## src/rtl/dmem_write_buffer.sv

```systemverilog
// ---------------------------------------------------------------------------
// dmem_write_buffer
//
// Data-memory front end between a single-cycle CPU data port and a memory
// with a one-outstanding req/ack handshake. Stores retire immediately into a
// small FIFO write buffer and drain to memory in the background. Loads are
// serialised onto the same memory port. The block raises `stall` while a load
// (or a store hitting a full buffer) has to wait.
//
// Optional feature macro: STORE_FORWARD_EN
//   defined   : loads are compared against every buffered store. A hit is
//               answered combinationally from the youngest matching entry.
//               A miss goes to memory ahead of the buffered stores.
//   undefined : there are no comparators. A load waits until the buffer has
//               fully drained.
//
// Ports
//   clk, rst          : clock; synchronous active-high reset
//   cpu_addr          : CPU byte address (bits [1:0] ignored)
//   cpu_wdata         : CPU store data
//   cpu_read/write    : CPU load/store request levels (write wins if both)
//   cpu_rdata         : load data returned to the CPU
//   stall             : combinational hold request to the CPU
//   mem_req/we        : registered memory request / write-enable
//   mem_addr/wdata    : registered word-aligned address / write data
//   mem_rdata/ack     : memory read data / request completion
//   wb_count          : number of occupied write-buffer entries
// ---------------------------------------------------------------------------
module dmem_write_buffer #(
    parameter int WB_DEPTH = 4
) (
    input  logic                      clk,
    input  logic                      rst,
    input  logic [31:0]               cpu_addr,
    input  logic [31:0]               cpu_wdata,
    input  logic                      cpu_read,
    input  logic                      cpu_write,
    output logic [31:0]               cpu_rdata,
    output logic                      stall,
    output logic                      mem_req,
    output logic                      mem_we,
    output logic [31:0]               mem_addr,
    output logic [31:0]               mem_wdata,
    input  logic [31:0]               mem_rdata,
    input  logic                      mem_ack,
    output logic [$clog2(WB_DEPTH):0] wb_count
);

    localparam int PW = $clog2(WB_DEPTH);
    localparam int CW = PW + 1;

    typedef enum logic [1:0] {
        IDLE    = 2'd0,
        WR      = 2'd1,
        RD      = 2'd2,
        RD_DONE = 2'd3
    } state_t;

    state_t        state_q, state_d;
    logic [CW-1:0] count_q, count_d;
    logic [PW-1:0] rd_ptr_q, rd_ptr_d;
    logic [PW-1:0] wr_ptr_q, wr_ptr_d;
    logic          mem_req_q, mem_req_d;
    logic          mem_we_q, mem_we_d;
    logic [31:0]   mem_addr_q, mem_addr_d;
    logic [31:0]   mem_wdata_q, mem_wdata_d;
    logic [31:0]   rdata_q, rdata_d;

    logic [29:0]   fifo_addr_q [WB_DEPTH];
    logic [29:0]   fifo_addr_d [WB_DEPTH];
    logic [31:0]   fifo_data_q [WB_DEPTH];
    logic [31:0]   fifo_data_d [WB_DEPTH];

    logic          is_load;
    logic          full;
    logic          push;
    logic          pop;
    logic          fwd_hit;
    logic [31:0]   fwd_data;
    logic          load_fwd;
    logic          load_eligible;
    logic          start_rd;
    logic          start_wr;

    logic [1:0]    unused_addr_bits;
    assign unused_addr_bits = cpu_addr[1:0];

    // A simultaneous read+write is a store. A store is accepted whenever the
    // buffer has room. An entry leaves only when memory acknowledges its write.
    assign is_load = cpu_read & ~cpu_write;
    assign full    = (count_q == CW'(WB_DEPTH));
    assign push    = cpu_write & ~full;
    assign pop     = (state_q == WR) & mem_ack;

`ifdef STORE_FORWARD_EN
    // Scan the valid entries from oldest to youngest so that the last match
    // seen (the youngest store to that word) wins. The head entry currently
    // being written to memory is still valid here, so it is included.
    logic [PW-1:0] scan_idx;
    always_comb begin
        fwd_hit  = 1'b0;
        fwd_data = '0;
        scan_idx = '0;
        for (int i = 0; i < WB_DEPTH; i++) begin
            scan_idx = rd_ptr_q + PW'(i);
            if ((CW'(i) < count_q) && (fifo_addr_q[scan_idx] == cpu_addr[31:2])) begin
                fwd_hit  = 1'b1;
                fwd_data = fifo_data_q[scan_idx];
            end
        end
    end

    // A missing load goes to memory right away, ahead of buffered stores.
    assign load_eligible = is_load & ~fwd_hit;
`else
    assign fwd_hit  = 1'b0;
    assign fwd_data = '0;

    // Without forwarding, a load is safe only once every older store has
    // reached memory, i.e. once the buffer will be empty after this edge.
    assign load_eligible = is_load & (count_d == '0);
`endif

    // Forwarding applies only while the port is idle or draining stores.
    // During RD/RD_DONE the load is already committed to memory.
    assign load_fwd = is_load & fwd_hit & ((state_q == IDLE) || (state_q == WR));

    // Stall covers a store into a full buffer and any load that is neither
    // forwarded nor completing in RD_DONE. Reset forces it low.
    always_comb begin
        stall = 1'b0;
        if (!rst) begin
            stall = (cpu_write & full)
                  | (is_load & ~load_fwd & (state_q != RD_DONE));
        end
    end

    assign cpu_rdata = load_fwd ? fwd_data : rdata_q;

    // Buffer bookkeeping for this cycle. The *_d arrays include this cycle's
    // push. So fifo_*_d[rd_ptr_d] is the head the FSM should issue next, even
    // if that head is the store arriving right now.
    always_comb begin
        fifo_addr_d = fifo_addr_q;
        fifo_data_d = fifo_data_q;
        wr_ptr_d    = wr_ptr_q;
        rd_ptr_d    = rd_ptr_q;
        count_d     = count_q + CW'(push) - CW'(pop);
        if (push) begin
            fifo_addr_d[wr_ptr_q] = cpu_addr[31:2];
            fifo_data_d[wr_ptr_q] = cpu_wdata;
            wr_ptr_d              = wr_ptr_q + PW'(1);
        end
        if (pop) begin
            rd_ptr_d = rd_ptr_q + PW'(1);
        end
    end

    // Port sequencer. Each state decides whether the next edge starts a read,
    // starts a write of the next head, or goes quiet. The mem_* fields are
    // loaded only on the edge that enters a request state. They then stay
    // fixed until the ack arrives.
    always_comb begin
        state_d     = state_q;
        mem_req_d   = mem_req_q;
        mem_we_d    = mem_we_q;
        mem_addr_d  = mem_addr_q;
        mem_wdata_d = mem_wdata_q;
        rdata_d     = rdata_q;
        start_rd    = 1'b0;
        start_wr    = 1'b0;

        case (state_q)
            IDLE: begin
                if (load_eligible) begin
                    start_rd = 1'b1;
                end else if (count_d != '0) begin
                    start_wr = 1'b1;
                end
            end
            WR: begin
                if (mem_ack) begin
                    if (load_eligible) begin
                        start_rd = 1'b1;
                    end else if (count_d != '0) begin
                        start_wr = 1'b1;
                    end else begin
                        state_d   = IDLE;
                        mem_req_d = 1'b0;
                    end
                end
            end
            RD: begin
                if (mem_ack) begin
                    state_d   = RD_DONE;
                    mem_req_d = 1'b0;
                    rdata_d   = mem_rdata;
                end
            end
            RD_DONE: begin
                if (count_d != '0) begin
                    start_wr = 1'b1;
                end else begin
                    state_d = IDLE;
                end
            end
            default: begin
                state_d   = IDLE;
                mem_req_d = 1'b0;
            end
        endcase

        if (start_rd) begin
            state_d    = RD;
            mem_req_d  = 1'b1;
            mem_we_d   = 1'b0;
            mem_addr_d = {cpu_addr[31:2], 2'b00};
        end else if (start_wr) begin
            state_d     = WR;
            mem_req_d   = 1'b1;
            mem_we_d    = 1'b1;
            mem_addr_d  = {fifo_addr_d[rd_ptr_d], 2'b00};
            mem_wdata_d = fifo_data_d[rd_ptr_d];
        end
    end

    // Control and port registers. Reset abandons any in-flight transaction
    // and discards buffered stores by clearing the pointers and count.
    always_ff @(posedge clk) begin
        if (rst) begin
            state_q     <= IDLE;
            count_q     <= '0;
            rd_ptr_q    <= '0;
            wr_ptr_q    <= '0;
            mem_req_q   <= 1'b0;
            mem_we_q    <= 1'b0;
            mem_addr_q  <= '0;
            mem_wdata_q <= '0;
            rdata_q     <= '0;
        end else begin
            state_q     <= state_d;
            count_q     <= count_d;
            rd_ptr_q    <= rd_ptr_d;
            wr_ptr_q    <= wr_ptr_d;
            mem_req_q   <= mem_req_d;
            mem_we_q    <= mem_we_d;
            mem_addr_q  <= mem_addr_d;
            mem_wdata_q <= mem_wdata_d;
            rdata_q     <= rdata_d;
        end
    end

    // Buffer storage needs no reset. Entries are only read while the count
    // marks them valid.
    always_ff @(posedge clk) begin
        fifo_addr_q <= fifo_addr_d;
        fifo_data_q <= fifo_data_d;
    end

    assign mem_req   = mem_req_q;
    assign mem_we    = mem_we_q;
    assign mem_addr  = mem_addr_q;
    assign mem_wdata = mem_wdata_q;
    assign wb_count  = count_q;

endmodule

```

## config.mk

```make
export PLATFORM = sky130hd
export DESIGN_NAME = dmem_write_buffer
export DESIGN_NICKNAME = d
export VERILOG_FILES = /design/src/rtl/dmem_write_buffer.sv
export SDC_FILE = /design/constraint.sdc
export NUM_CORES = 1
export LEC_CHECK = 0
export ABC_AREA = 1
export CORE_ASPECT_RATIO = 1.4
export CORE_MARGIN = 4
export CORE_UTILIZATION = 30
export DETAILED_ROUTE_END_ITERATION = 10
export GPL_ROUTABILITY_DRIVEN = 0
export PLACE_DENSITY = 0.47
export SLEW_MARGIN = 20
export SYNTH_ARGS = -nofsm -noshare
export SYNTH_HDL_FRONTEND = slang
export SYNTH_SLANG_ARGS = --single-unit
export TNS_END_PERCENT = 30
```

## constraint.sdc

```tcl
create_clock -name clk -period 6.11 [get_ports clk]
set_input_delay 0.611 -clock clk [delete_from_list [all_inputs] [get_ports clk]]
set_output_delay 0.611 -clock clk [all_outputs]
set_load 0.1 [all_outputs]
```

After elaboration in Yosys (flattened, before gate mapping). Index checks and enable logic that the tools add are counted.

Bits in writable memories: 0. Bits in latches: 0. Memories kept: 0. Register bits: 353. ROM bits: 0.

Bitwise gates (word level): 12. Multiply operators: 0. Order comparisons: 3. Mux-type cells: 39. Reduce and logical (&&, ||, !) cells: 14. Div/mod/pow operators: 0. Shift operators: 0. Equality and inequality tests: 12. Add/sub/neg operators: 4.

Operator list (number): $mux 32 (5); $bwmux 128 (1); $mux 128 (1); $bwmux 120 (1); $mux 120 (1); $mux 30 (3); $bmux 32 s2 (1); $demux 32 s2 (1); $bmux 30 s2 (1); $demux 30 s2 (1); $ne 4x4->1 const B (4); $mux 2 (7); $mux 1 (12); $ne 3x3->1 const B (3); $reduce_and 4->1 (2); $reduce_bool 4->1 (2); $and 1x1->1 (6); $ge 3x3->1 const B (2); $not 2->3 (2); $pmux 2 s3 (1); $reduce_and 5->1 (1); $reduce_bool 5->1 (1); $add 2x1->2 const B (2); $eq 2x2->1 const B (2); other kinds (17) (21).

Depth between registers and ports, before layout. Gate-level depths: netlist (run 1).

Depth after elaboration: 12. Mapped depth: 19. Depth with buffers taken out: 18.

Worst setup path before layout (run 1). No wires, ideal clock.

Path type: reg-to-output. From: register count_q[2] (netlist: wb_count[2]). To: output stall. Data arrival time: 3.824 ns. Stages on the path, launching flop included: 7. Path buffers: 2. Setup slack: 1.675 ns. Path through: dfxtp_1 nand3_2 nand2_8 inv_2 buf_4 buf_4 nor3_1.

Word-level cells in the longest chain between the ends: 4.

RTL lines: start, declared (RTL line 60) `logic [CW-1:0] count_q, count_d;`; start signal, assigned (RTL line 242) `count_q <= count_d;`; $eq 3x3->1 (RTL line 91) `assign full = (count_q == CW'(WB_DEPTH));`; $and 1x1->1 (RTL line 133) `stall = (cpu_write & full)`; $or 1x1->1 (RTL line 134) `| (is_load & ~load_fwd & (state_q != RD_DONE));`; $mux 1 (RTL line 132) `if (!rst) begin`; end, declared (RTL line 39) `output logic stall,`.

Every way passes these cells.

Worst setup path after layout (run 1).
From: input cpu_write. To: output stall.

Word-level cells in the longest chain between the ends: 5. Elaborated cells between the ends (all ways): 6.

RTL lines: start, declared (RTL line 37) `input logic cpu_write,`; $not 1->1 (RTL line 90) `assign is_load = cpu_read & ~cpu_write;`; $and 1x1->1 (RTL line 90); $and 1x1->1 (RTL line 134); $or 1x1->1 * (RTL line 134); $mux 1 * (RTL line 132).

Mark *: on every way between the ends. The rest lies on a longest branch, timed or not.

==> results of run 1 <==
==> cells by family (layout without fill, tap and decap cells) <==
logic type / Yosys count / in the layout / share of synthesized area
AOI/OAI and AO/OA: 264 / 264 / 0.0866
buffers and inverters: 412 / 547 / 0.106
xor gates and xnor gates: 1 / 1 / 0.00164
and+or+nand+nor: 1560 / 1560 / 0.376
DFF: 353 / 353 / 0.420
other: 1 / 4 / 0.000223
adders and majority gates: 12 / 12 / 0.00937
==> sequential cells by signal, indices dropped and copies added, names as in the netlist <==
register,count
state_q,2
mem_req,1
rd_ptr_q,2
cpu_rdata,32
wb_count,3
fifo_addr_q,120
wr_ptr_q,2
mem_addr,30
mem_we,1
fifo_data_q,128
mem_wdata,32
==> tightest hold or removal path, delay by kind of cell (launching register included) <==
kind,cells,cell delay (ns)
AOI/OAI and AO/OA,1,0.05
DFF,1,0.31
buffers and inverters,1,0.05
==> Yosys cell counts <==
library cell	n
sky130_fd_sc_hd__buf_4	33
sky130_fd_sc_hd__o21a_1	32
sky130_fd_sc_hd__or2_1	1
sky130_fd_sc_hd__nand2_8	1
sky130_fd_sc_hd__clkbuf_1	44
sky130_fd_sc_hd__nand2_1	1118
sky130_fd_sc_hd__nor2_8	3
sky130_fd_sc_hd__o21ai_0	59
sky130_fd_sc_hd__conb_1	1
sky130_fd_sc_hd__nand3_1	286
sky130_fd_sc_hd__xor2_4	1
sky130_fd_sc_hd__fa_1	1
sky130_fd_sc_hd__dfxtp_1	353
sky130_fd_sc_hd__nor2_1	140
sky130_fd_sc_hd__ha_1	11
sky130_fd_sc_hd__inv_2	65
sky130_fd_sc_hd__nand3_2	2
sky130_fd_sc_hd__buf_1	4
sky130_fd_sc_hd__nor3_1	3
sky130_fd_sc_hd__buf_2	71
sky130_fd_sc_hd__nand4_1	2
sky130_fd_sc_hd__o21ai_1	120
sky130_fd_sc_hd__nand3_4	1
sky130_fd_sc_hd__buf_6	3
sky130_fd_sc_hd__nand2_2	1
sky130_fd_sc_hd__o21ai_2	15
sky130_fd_sc_hd__nor2_4	1
sky130_fd_sc_hd__inv_1	192
sky130_fd_sc_hd__nor4_1	1
sky130_fd_sc_hd__a21oi_1	38
==> through the flow <==
| stage | setup WS (ns) | power [mW] | hold slack, ns |
|---|---|---|---|
| floorplan | 1.68 | 8.07 | 0.422 |
| global placement | 1.31 | 9.33 | 0.432 |
| detailed placement | 1.31 | 9.46 | 0.440 |
| CTS | 1.51 | 12.0 | 0.449 |
| global route | 1.35 | 12.7 | 0.471 |
| finish | 1.62 | 11.8 | 0.445 |
==> metal layers <==
metal	vias up	share of wire
li1	8290	-
met1	7511	0.43
met2	319	0.50
met3	89	0.040
met4	2	0.028
met5	-	0.00037
==> cell type report <==
type                    instances  area share
clock buffers                  64      0.0594
clock inverters                 8     0.00478
diodes                          2    0.000245
well taps                     728      0.0447
repair buffers                218       0.104
multi-input cells            1839       0.393
flip-flops and latches        353       0.346
inverters                     257      0.0477
==> final timing paths <==
check	start	endpoint
worst max register to register	state_q[1]$_SDFFE_PP0P_	mem_wdata[18]$_SDFFE_PP0P_
worst min-delay path	mem_we$_SDFFE_PP0P_	mem_we$_SDFFE_PP0P_
worst min register to register	mem_we$_SDFFE_PP0P_	mem_we$_SDFFE_PP0P_
worst max-delay path	cpu_write	stall
==> layout by cell type (no fill, tap or decap), types with 10 or more instances in the layout <==
master | netlist | routed
sky130_fd_sc_hd__nor2_1 | 140 | 139
sky130_fd_sc_hd__nand2_1 | 1118 | 1117
sky130_fd_sc_hd__o21a_1 | 32 | 32
sky130_fd_sc_hd__o21ai_2 | 15 | 15
sky130_fd_sc_hd__o21ai_1 | 120 | 120
sky130_fd_sc_hd__clkdlybuf4s50_1 | 0 | 196
sky130_fd_sc_hd__nand3_1 | 286 | 285
sky130_fd_sc_hd__o21ai_0 | 59 | 59
sky130_fd_sc_hd__inv_2 | 65 | 64
sky130_fd_sc_hd__a21oi_1 | 38 | 38
sky130_fd_sc_hd__inv_1 | 192 | 189
sky130_fd_sc_hd__buf_4 | 33 | 21
sky130_fd_sc_hd__dfxtp_1 | 353 | 353
sky130_fd_sc_hd__clkbuf_8 | 0 | 10
sky130_fd_sc_hd__clkbuf_1 | 44 | 13
sky130_fd_sc_hd__clkbuf_16 | 0 | 41
==> power by group <==
part,internal [mW],total (mW),switching [mW]
registers,3.25,3.60,0.346
logic,1.68,5.75,4.08
clock network,1.44,2.44,0.993
==> summary by stage, run 1 <==
Clocking
In this run the number of H-tree levels came out at 2. After clock tree synthesis, the clock-pin slew on the worst setup and hold paths is 0.06 ns. Buffers inserted during clock tree synthesis total 41. The clock root buffer is sky130_fd_sc_hd__clkbuf_16. Clock latency on the worst-skew pair, taken at its later pin, is 0.55 ns.

The post-CTS setup repair buffer count is 0. The TritonCTS clock tree is yes. The clock drives 353 sinks. The clock passes through at most 3 buffers.

The number of gates resized after cts is 0. The quantity of hold-fixing buffers added after cts is 0.

Setup path
The cell depth of the worst setup path is 6. The critical path data required time is 5.50 ns. The largest individual stage delay along the critical path comes from the cell sky130_fd_sc_hd__clkinv_2. The largest stage delay on the critical path is 1.01 ns. The worst setup path is launched from an input port. The count of buffering cells on the critical path with inverters included is 4. In this run the worst path has a maximum fanout of 81. By instance count, the cell type seen most on the critical path is sky130_fd_sc_hd__buf_4.

For the worst setup path, the data arrival time is 3.88 ns. The critical path in this run is classified as input port to primary output. In this run the register-to-register setup slack is 1.80 ns. The number of cells on the worst reg-to-reg path is 17. The kind of cell with the highest combined delay along the critical path is buffers and inverters. STA classifies the critical path endpoint as a primary output.

Walking the worst path, the cells encountered are clkdlybuf4s50_1, nand2_8, buf_4, clkinv_2, nor3_1, buf_4.

Placement
In this run the tool buffered the top-level ports with 198 buffer cells. Once placement completed, the tool counted placed cells totaling 3395. The total half-perimeter wirelength after legalization and detailed placement is 31300 um. Once placement finished, the instance area stood at 0.0191 sq mm.

STA
Of the available clock period, the critical path in the final layout requires 0.735. Static timing analysis puts the maximum clock frequency at 223 MHz. The actual transition at the worst max-transition pin is 1.13 ns. The final-report hold violation count was 0. Summed over all failing endpoints, the final setup total negative slack is 0 ns. The number of endpoints failing setup at the final stage is 0.

The setup clock skew after layout is 0.00853 ns. The time the worst path needs with I/O delays and setup is 4.49 ns. The worst pin sits at a relative slew slack of 0.242.

The final max-slew violation count is 0. Setup repair after global routing left no endpoint under its margin.

Synth
The Yosys step of the flow raised 0 warnings. The mapped netlist covers 0.0168 sq mm. The instance count of the mapped netlist is 2603. The share of Yosys cell area claimed by the top area cell type is 0.420. The number of unique standard cell types used by synthesis is 30. The largest area contributor in the synthesized netlist is sky130_fd_sc_hd__dfxtp_1.

The number of storage elements in the synthesis netlist is 353. In this run the mean area of a mapped cell was 6.46 sq um. The share of the Yosys chip area taken by registers is 0.420.

Yosys attributes the largest share of cell area to sky130_fd_sc_hd__dfxtp_1, sky130_fd_sc_hd__nand2_1, sky130_fd_sc_hd__nand3_1.

Floorplan
The overall die width is 208 um. The count of boundary I/O pins is 203. The number of placement rows is 102. The floorplan die area is 0.0600 sq mm. The core area is 0.0554 sq mm.

The starting density of the core is 0.304. In this run the vertical extent of the chip is 288 um.

GRT
For this run, global-route usage on met1 was measured as 0.212. The total routing usage reported by global routing is 0.175. The met2 global-route usage is 0.318. The global-route wire length before repair is 84900 um. The number of antenna violations at the first check in global routing is 3. The met3 track demand over resource in global routing is 0.0279.

Entering global routing, the biggest net connects 82 pins. The number of global-route vias before repair is 15600. The remaining global-route overflow is 0. The layer flagged by global routing as most heavily used is met2.

Routing
Once detail routing completed, the nets flagged for antenna violations numbered 0. The routed length per instance is 15.7 um. After detailed routing, the number of remaining DRC violations is 0.

The number of design-rule violations left by the first detailed-router iteration is 994. Summing over every cut layer, the via total after detailed routing is 16200. After detailed routing, the number of vias per cell comes to 4.67. The length of the first detailed-routing pass in iterations is 5. The routed wire length is 54400 um.

Power
The largest vdd supply drop is 0.343 mV. The static leakage is 9.99 nW. The power per unit of standard cell area is 578 mW/mm^2.

Layout
From synthesis to final layout, the design area changed by 21.2%. Of the cells placed in the final design, the portion with a size suffix greater than 1 is 0.0661. After the flow finishes, the layout carries non-filler instances totaling 3469.

In the final design database the tool counted 2823 nets. The layout has 5946 filler cells. The finished cells cover 0.0204 sq mm. The multi-input logic area is 0.00801 sq mm.

Once layout is complete, the utilization of the core stands at 0.368. In the final layout, flip-flops and latches occupy 0.00707 sq mm.

Run
The max-capacitance violation count is 0.

Min path
The path type of the worst min-delay path is register to register. The worst hold path passes through 2 cells.

Outcome
The flow ran to the end, and the final reports show no timing, DRC or antenna violations.
(Power assumes the default switching activity.)
==> run 2, diff against run 1 <==
--- a/config.mk
+++ b/config.mk
@@ -11,7 +11,7 @@
 export CORE_UTILIZATION = 30
 export DETAILED_ROUTE_END_ITERATION = 10
 export GPL_ROUTABILITY_DRIVEN = 0
-export PLACE_DENSITY = 0.47
+export PLACE_DENSITY = 0.49
 export SLEW_MARGIN = 20
 export SYNTH_ARGS = -nofsm -noshare
 export SYNTH_HDL_FRONTEND = slang
==> constraint.sdc (replaced) <==
create_clock -name clk -period 3.8 [get_ports clk]
set_input_delay 0.38 -clock clk [delete_from_list [all_inputs] [get_ports clk]]
set_output_delay 0.38 -clock clk [all_outputs]
set_load 0.1 [all_outputs]
==> run 2 against run 1 <==
Effect of this change:
- wire length shrank 1.1%
- largest cell class unchanged
- non-clock buffer count grew 9
- critical endpoint is now state_q[0]$_SDFFE_PP0P_
- total power grew 63%
- critical path type is now register to register
- global-route usage shrank 0.078 points
==> summary by stage, run 2 (synthesized netlist as in run 1, its figures left out) <==
Outcome
The run finished with clean final reports.

Routing
The detail-routed via count per cell is 4.67 (about the same). The length of the first detailed-routing pass in iterations is 5 (unchanged). The DRC violation count after routing is 0 (unchanged).

The routed wire length is 53800 um (-1.1%). The post-route antenna net violation count was 0 (unchanged). The total via count in the routed design came to 16200 (+0.11%). The number of design-rule violations left by the first detailed-router iteration is 966 (-2.8%). The routed length per instance is 15.5 um (-1.3%).

Placement
The placement-stage cell area was 0.0193 sq mm (+0.90%). The number of cells in the design after placement is 3404 (+0.27%). The total half-perimeter wirelength after legalization and detailed placement is 31800 um (+1.7%). The count of port buffers added during placement came to 198 (unchanged).

STA
The final-report hold violation count is 0 (unchanged). The sum of negative setup slack is 0 ns (unchanged). The maximum frequency from static timing analysis is 301 MHz.

The share of the clock period used by the worst path is 0.875. The setup clock skew after layout is 0.0178 ns (+0.00923 ns). The number of endpoints failing setup at the final stage is 0 (unchanged). The final worst hold slack was 0.415 ns (-0.0300 ns). The final max-slew violation count is 0 (unchanged). The time the worst path needs with I/O delays and setup is 3.33 ns. The actual transition at the worst max-transition pin was 1.13 ns (-0.000203 ns). The worst slew slack as a fraction of its limit is 0.242 (about the same).

Setup repair after global routing left no endpoint under its margin.

Run
The max-capacitance violation count is 0 (unchanged).

Clocking
The clock-pin slew on the worst setup and hold paths is 0.06 ns (about the same). The CTS H-tree depth is 2 (unchanged). TritonCTS built the clock tree. The total clock sinks is 353 (unchanged).

The number of gates resized after cts was 0 (unchanged). The tree is rooted in a sky130_fd_sc_hd__clkbuf_16. The clock latency of the later-clocked register in the worst-skew pair is 0.56 ns (about the same). The post-CTS setup repair buffer count is 0 (unchanged).

The maximum number of buffers from clock root to sink is 3 (unchanged). The quantity of hold-fixing buffers added after cts was 0 (unchanged). The number of buffers created by CTS is 41 (unchanged).

Layout
The largest register by flop count is fifo_data_q. The layout overhead on the synthesized area is 22.4%. The number of flip-flops in the largest register came to 128 (unchanged). The number of diodes is 0 (-2). In the layout the commonest cells are sky130_fd_sc_hd__nand2_1, sky130_fd_sc_hd__dfxtp_1, sky130_fd_sc_hd__nand3_1. The cell area after layout is 0.0206 sq mm (+0.98%).

The number of cells in the finished layout apart from fillers is 3476 (+0.20%). Leaving out fill and tap cells, the most frequent cell in the layout is sky130_fd_sc_hd__nand2_1. The number of nets in the layout came to 2832 (+0.32%). The largest registers in the layout are fifo_data_q x128, fifo_addr_q x120. The share of final-layout standard cells stronger than drive strength 1 is 0.0710 (+0.00488).

Floorplan
The starting density of the core is 0.304 (unchanged). The number of placement rows is 102 (unchanged). The count of boundary I/O pins is 203 (unchanged).

The overall die height came to 288 um (unchanged). The floorplan die area came to 0.0600 sq mm (unchanged). The core area is 0.0554 sq mm (unchanged). The overall die width is 208 um (unchanged).

Min path
The end point of the worst hold path is wb_count[1]$_SDFF_PP0_. The source of the worst hold timing path is rst. The number of cells on the worst hold path was 3 (+1). The path type of the worst min-delay path is input port to register.

GRT
The remaining global-route overflow was 0 (unchanged). The number of global-route vias before repair is 15700 (+1.2%). The total routing usage reported by global routing is 0.174 (-0.000782). The global-route wire length before repair is 84900 um (about the same). The number of antenna violations at the first check in global routing came to 3 (unchanged). The largest net degree at the start of global routing was 156 (+90%).

Power
The power per unit of standard cell area was 931 mW/mm^2 (+61%). The total power is 19.2 mW (+63%). The static leakage is 10.1 nW (+0.93%). The largest vdd supply drop is 0.564 mV (+65%).

Setup path
The count of buffering cells on the critical path with inverters included is 6 (+2). The reg-to-reg setup timing slack is 0.47 ns (-1.33 ns). The largest stage delay on the critical path is 0.42 ns (-0.59 ns). Traced cell by cell, the critical path runs through inv_1, ha_1, nand2_1, inv_2, ha_1, inv_1, ha_1, fa_1, inv_1, nand3_1, nand3_2, nand3_4, inv_4, buf_4, o21ai_0, a21oi_1. The kind of cell with the highest combined delay along the critical path is adder cells. The number of cell instances on the worst register-to-register path is 16 (-1). The maximum fanout along the worst path is 23 (-72%). The critical path data required time is 4.27 ns (-1.23 ns). The reg-to-reg startpoint is state_q[1]$_SDFFE_PP0P_. The critical path in this run is classified as register to register. STA classifies the critical path startpoint as a register. The worst endpoint data arrival time is 3.80 ns (-0.08 ns). On the critical path, the stage with the largest delay is an instance of sky130_fd_sc_hd__fa_1.

STA classifies the critical path endpoint as a register. The endpoint of the lowest-slack register-to-register path is state_q[0]$_SDFFE_PP0P_.
-- run 2: changes by cell type in the layout (fill, tap and decap cells not counted), moves of 2 or more --
cell,previous run,this run
sky130_fd_sc_hd__buf_12,0,8
sky130_fd_sc_hd__diode_2,2,0
sky130_fd_sc_hd__clkbuf_1,13,9
sky130_fd_sc_hd__clkbuf_16,41,43
-- run 2: layout make-up --
cell class / count / area (sq um)
fill: 5895 / 34800
multi-input combinational: 1839 / 8010
sequential: 353 / 7070
timing repair buffer: 227 / 2290
clock buffer: 63 / 1260
inverter: 257 / 972
tap: 728 / 911
clock inverter: 9 / 80.1
-- run 2: worst max-delay path by stage --
| stage | to | startpoint | depth (start not counted) |
|---|---|---|---|
| 4_1_cts | state_q[0]$_SDFFE_PP0P_ | state_q[1]$_SDFFE_PP0P_ | 16 |
| 3_3_place_gp | state_q[0]$_SDFFE_PP0P_ | cpu_write | 14 |
| 2_1_floorplan | mem_addr[2]$_SDFFE_PP0P_ | wb_count[1]$_SDFF_PP0_ | 18 |
| 5_1_grt | state_q[0]$_SDFFE_PP0P_ | state_q[1]$_SDFFE_PP0P_ | 16 |
| 6_report | state_q[0]$_SDFFE_PP0P_ | state_q[1]$_SDFFE_PP0P_ | 16 |
| 3_5_place_dp | state_q[0]$_SDFFE_PP0P_ | cpu_write | 14 |
-- run 2: worst min-delay path, delay by kind of cell --
family                 cells  cell delay, ns
AND/OR/NAND/NOR            1            0.15
buffers and inverters      2            0.39
-- run 2: through the flow --
step,setup slack (ns),util
after floorplan,0.0121,-
after global placement,0.330,0.348
after detailed placement,0.302,0.348
after CTS,0.428,0.372
after global routing,0.179,0.372
final,0.475,0.372
-- run 2: per-layer routing --
layer | track usage | up-vias | share of wire
li1 | - | 8298 | -
met1 | 0.207 | 7462 | 0.43
met2 | 0.317 | 366 | 0.50
met3 | 0.0305 | 99 | 0.045
met4 | 0.0605 | 4 | 0.030
met5 | 0 | - | 0.00050
-- run 2: where the power goes --
group | internal, mW | leakage (nW) | switching [mW] | total, mW
Sequential | 5.23 | 2.94 | 0.567 | 5.80
Combinational | 2.86 | 6.48 | 6.56 | 9.41
Clock | 2.35 | 0.662 | 1.61 | 3.96
==> run 3, diff against run 2 <==
--- a/config.mk
+++ b/config.mk
@@ -6,13 +6,13 @@
 export NUM_CORES = 1
 export LEC_CHECK = 0
 export ABC_AREA = 1
+export ABC_CLOCK_PERIOD_IN_PS = 3800
 export CORE_ASPECT_RATIO = 1.4
 export CORE_MARGIN = 4
-export CORE_UTILIZATION = 30
+export CORE_UTILIZATION = 50
 export DETAILED_ROUTE_END_ITERATION = 10
 export GPL_ROUTABILITY_DRIVEN = 0
-export PLACE_DENSITY = 0.49
-export SLEW_MARGIN = 20
+export PLACE_DENSITY = 0.75
 export SYNTH_ARGS = -nofsm -noshare
 export SYNTH_HDL_FRONTEND = slang
 export SYNTH_SLANG_ARGS = --single-unit
==> run 3 against run 2 <==
Effect of this change:
- setup slack worse by 0.066 ns
- via count rose by 1.8%
- global-route usage up 7.5 points
- critical path depth increased by 1
- register-to-register slack got worse by 0.07 ns
- final area shrank 2.4%
==> summary by stage, run 3 (synthesized netlist as in run 1, its figures left out) <==
Clocking
The quantity of hold-fixing buffers added after cts is 0 (unchanged). The clock-pin slew on the worst setup and hold paths is 0.06 ns (about the same). The maximum number of buffers from clock root to sink came to 3 (unchanged). Clock tree synthesis selected as its root buffer the cell sky130_fd_sc_hd__clkbuf_16. The TritonCTS clock tree is yes. The clock latency of the later-clocked register in the worst-skew pair is 0.54 ns (-0.02 ns).

The CTS H-tree depth was 2 (unchanged). The number of buffers created by CTS came to 37 (-9.8%). The post-CTS setup repair buffer count is 0 (unchanged). The total clock sinks is 353 (unchanged). The number of gates resized after cts is 0 (unchanged).

Layout
The filler cell count is 3120 (-47%). The number of flip-flops in the largest register is 128 (unchanged). The top cell types in the final layout, fill and taps aside, are sky130_fd_sc_hd__nand2_1, sky130_fd_sc_hd__dfxtp_1, sky130_fd_sc_hd__nand3_1.

The number of nets in the layout is 2828 (-0.14%). The leading cell type in the layout, fill and taps excluded is sky130_fd_sc_hd__nand2_1. The core utilization of the finished layout is 0.605 (+0.234).

The largest register by flop count is fifo_data_q. The area growth from synthesis to layout is 19.5%. In the final layout, the registers with the most flip-flops are fifo_data_q x128, fifo_addr_q x120. The cell area after layout came to 0.0201 sq mm (-2.4%). The share of final-layout standard cells stronger than drive strength 1 came to 0.0672 (-0.00381).

Power
The total power came to 18.7 mW (-2.2%). The largest vdd supply drop is 0.525 mV (-7.0%). The static leakage was 10.0 nW (-0.47%). The power per unit of standard cell area came to 932 mW/mm^2 (+0.15%).

STA
The actual transition at the worst max-transition pin is 1.08 ns (-0.0543 ns). The time the worst path needs with I/O delays and setup is 3.39 ns (+0.0658 ns). The final-report hold violation count came to 0 (unchanged). The share of the clock period used by the worst path is 0.892 (+0.0173). The final worst hold slack came to 0.402 ns (-0.0126 ns).

The maximum frequency from static timing analysis was 295 MHz (-1.9%). The worst slew slack as a fraction of its limit is 0.278 (+0.0363). The sum of negative setup slack was 0 ns (unchanged). The final max-slew violation count is 0 (unchanged). Setup repair after global routing left no endpoint under its margin. The setup clock skew after layout is 0.0185 ns (+0.000736 ns). The number of endpoints failing setup at the final stage is 0 (unchanged).

Routing
The length of the first detailed-routing pass in iterations was 7 (+2). The total via count in the routed design is 16500 (+1.8%). The post-route antenna net violation count came to 0 (unchanged). The routed wire length is 46600 um (-13%).

The routed length per instance is 14.6 um (-5.5%). The number of design-rule violations left by the first detailed-router iteration is 1171 (+21%). The detail-routed via count per cell is 5.18 (+11%).

The DRC violation count after routing is 0 (unchanged).

Floorplan
The overall die width is 163 um (-22%). The number of placement rows is 79 (-23%). The starting density of the core is 0.507 (+0.203). The floorplan die area is 0.0367 sq mm (-39%). The overall die height is 225 um (-22%). The count of boundary I/O pins is 203 (unchanged). The core area is 0.0332 sq mm (-40%).

Setup path
The reg-to-reg setup timing slack came to 0.41 ns (-0.07 ns). The critical path data required time is 4.20 ns (-0.07 ns). The worst endpoint data arrival time was 3.79 ns (about the same). The critical path in this run is classified as register to register. The worst setup path is captured at a register. The maximum fanout along the worst path is 26 (+13%).

The worst setup path is launched from a register.

GRT
The largest net degree at the start of global routing is 162 (+3.8%). The remaining global-route overflow was 0 (unchanged). The number of global-route vias before repair is 16000 (+1.3%). The global-route wire length before repair is 76600 um (-9.7%). The total routing usage reported by global routing is 0.249 (+0.0749). The number of antenna violations at the first check in global routing is 4 (+1).

Placement
The total half-perimeter wirelength after legalization and detailed placement is 28000 um (-12%). The placement-stage cell area is 0.0189 sq mm (-1.8%). The count of port buffers added during placement is 198 (unchanged).

Outcome
The run finished with clean final reports.

Run
The max-capacitance violation count is 0 (unchanged).

Min path
The path type of the worst min-delay path is input port to register.
## run 3: cell types whose count changed in the layout (fill, tap and decap cells not counted), sizes merged
cell	delta
inv	+1
diode	+2
clkbuf	-10
clkinv	+1
bufinv	+1
clkinvlp	-1
## run 3: worst paths after layout
kind,from,to,depth (start not counted)
hold reg to reg,fifo_data_q[21]$_DFF_P_,fifo_data_q[21]$_DFF_P_,2
setup reg to reg,state_q[1]$_SDFFE_PP0P_,mem_addr[6]$_SDFFE_PP0P_,17
setup / recovery,state_q[1]$_SDFFE_PP0P_,mem_addr[6]$_SDFFE_PP0P_,17
hold / removal,rst,rd_ptr_q[1]$_SDFF_PP0_,3
## run 3: per-stage QoR
step / cells / setup slack (ns)
final: 3187 / 0.409
after CTS: 3185 / 0.388
after global routing: 3186 / 0.0973
after detailed placement: 3121 / 0.267
after global placement: 3121 / 0.376
after floorplan: 2604 / 0.0121
## run 3: critical path, stage by stage, from the launching register on
cell and delay [ns]:
sky130_fd_sc_hd__dfxtp_1 0.38, sky130_fd_sc_hd__inv_1 0.10, sky130_fd_sc_hd__ha_1 0.27, sky130_fd_sc_hd__nand2_1 0.11, sky130_fd_sc_hd__inv_2 0.07, sky130_fd_sc_hd__ha_1 0.28
sky130_fd_sc_hd__inv_1 0.04, sky130_fd_sc_hd__ha_1 0.19, sky130_fd_sc_hd__fa_1 0.49, sky130_fd_sc_hd__nor2_1 0.24, sky130_fd_sc_hd__inv_1 0.06, sky130_fd_sc_hd__nor2_1 0.17
sky130_fd_sc_hd__nand3_2 0.25, sky130_fd_sc_hd__buf_12 0.27, sky130_fd_sc_hd__nand3_1 0.08, sky130_fd_sc_hd__nand2_1 0.05, sky130_fd_sc_hd__a21oi_1 0.13, sky130_fd_sc_hd__nor2_1 0.06
## run 3: layout make-up
type                       instances  area [sq um]  share of cell area
tap                              445           557              0.0277
inverter                         257           970              0.0482
clock buffer                      53          1090              0.0541
antenna                            2          5.00            0.000249
sequential                       353          7070               0.351
multi-input combinational       1839          8000               0.398
timing repair buffer             227          2300               0.115
clock inverter                    11           113             0.00560
## run 3: report_power, final
part	total, mW	switching [mW]	internal, mW
registers	5.82	0.583	5.23
logic	9.30	6.44	2.86
clock network	3.63	1.50	2.13
## run 3: layer usage
layer | vias to the layer above | track usage | share of wire
met5 | - | 0 | 0.00058
met4 | 4 | 0.113 | 0.041
met3 | 131 | 0.0432 | 0.065
met2 | 509 | 0.436 | 0.49
met1 | 7590 | 0.297 | 0.40
li1 | 8280 | - | -
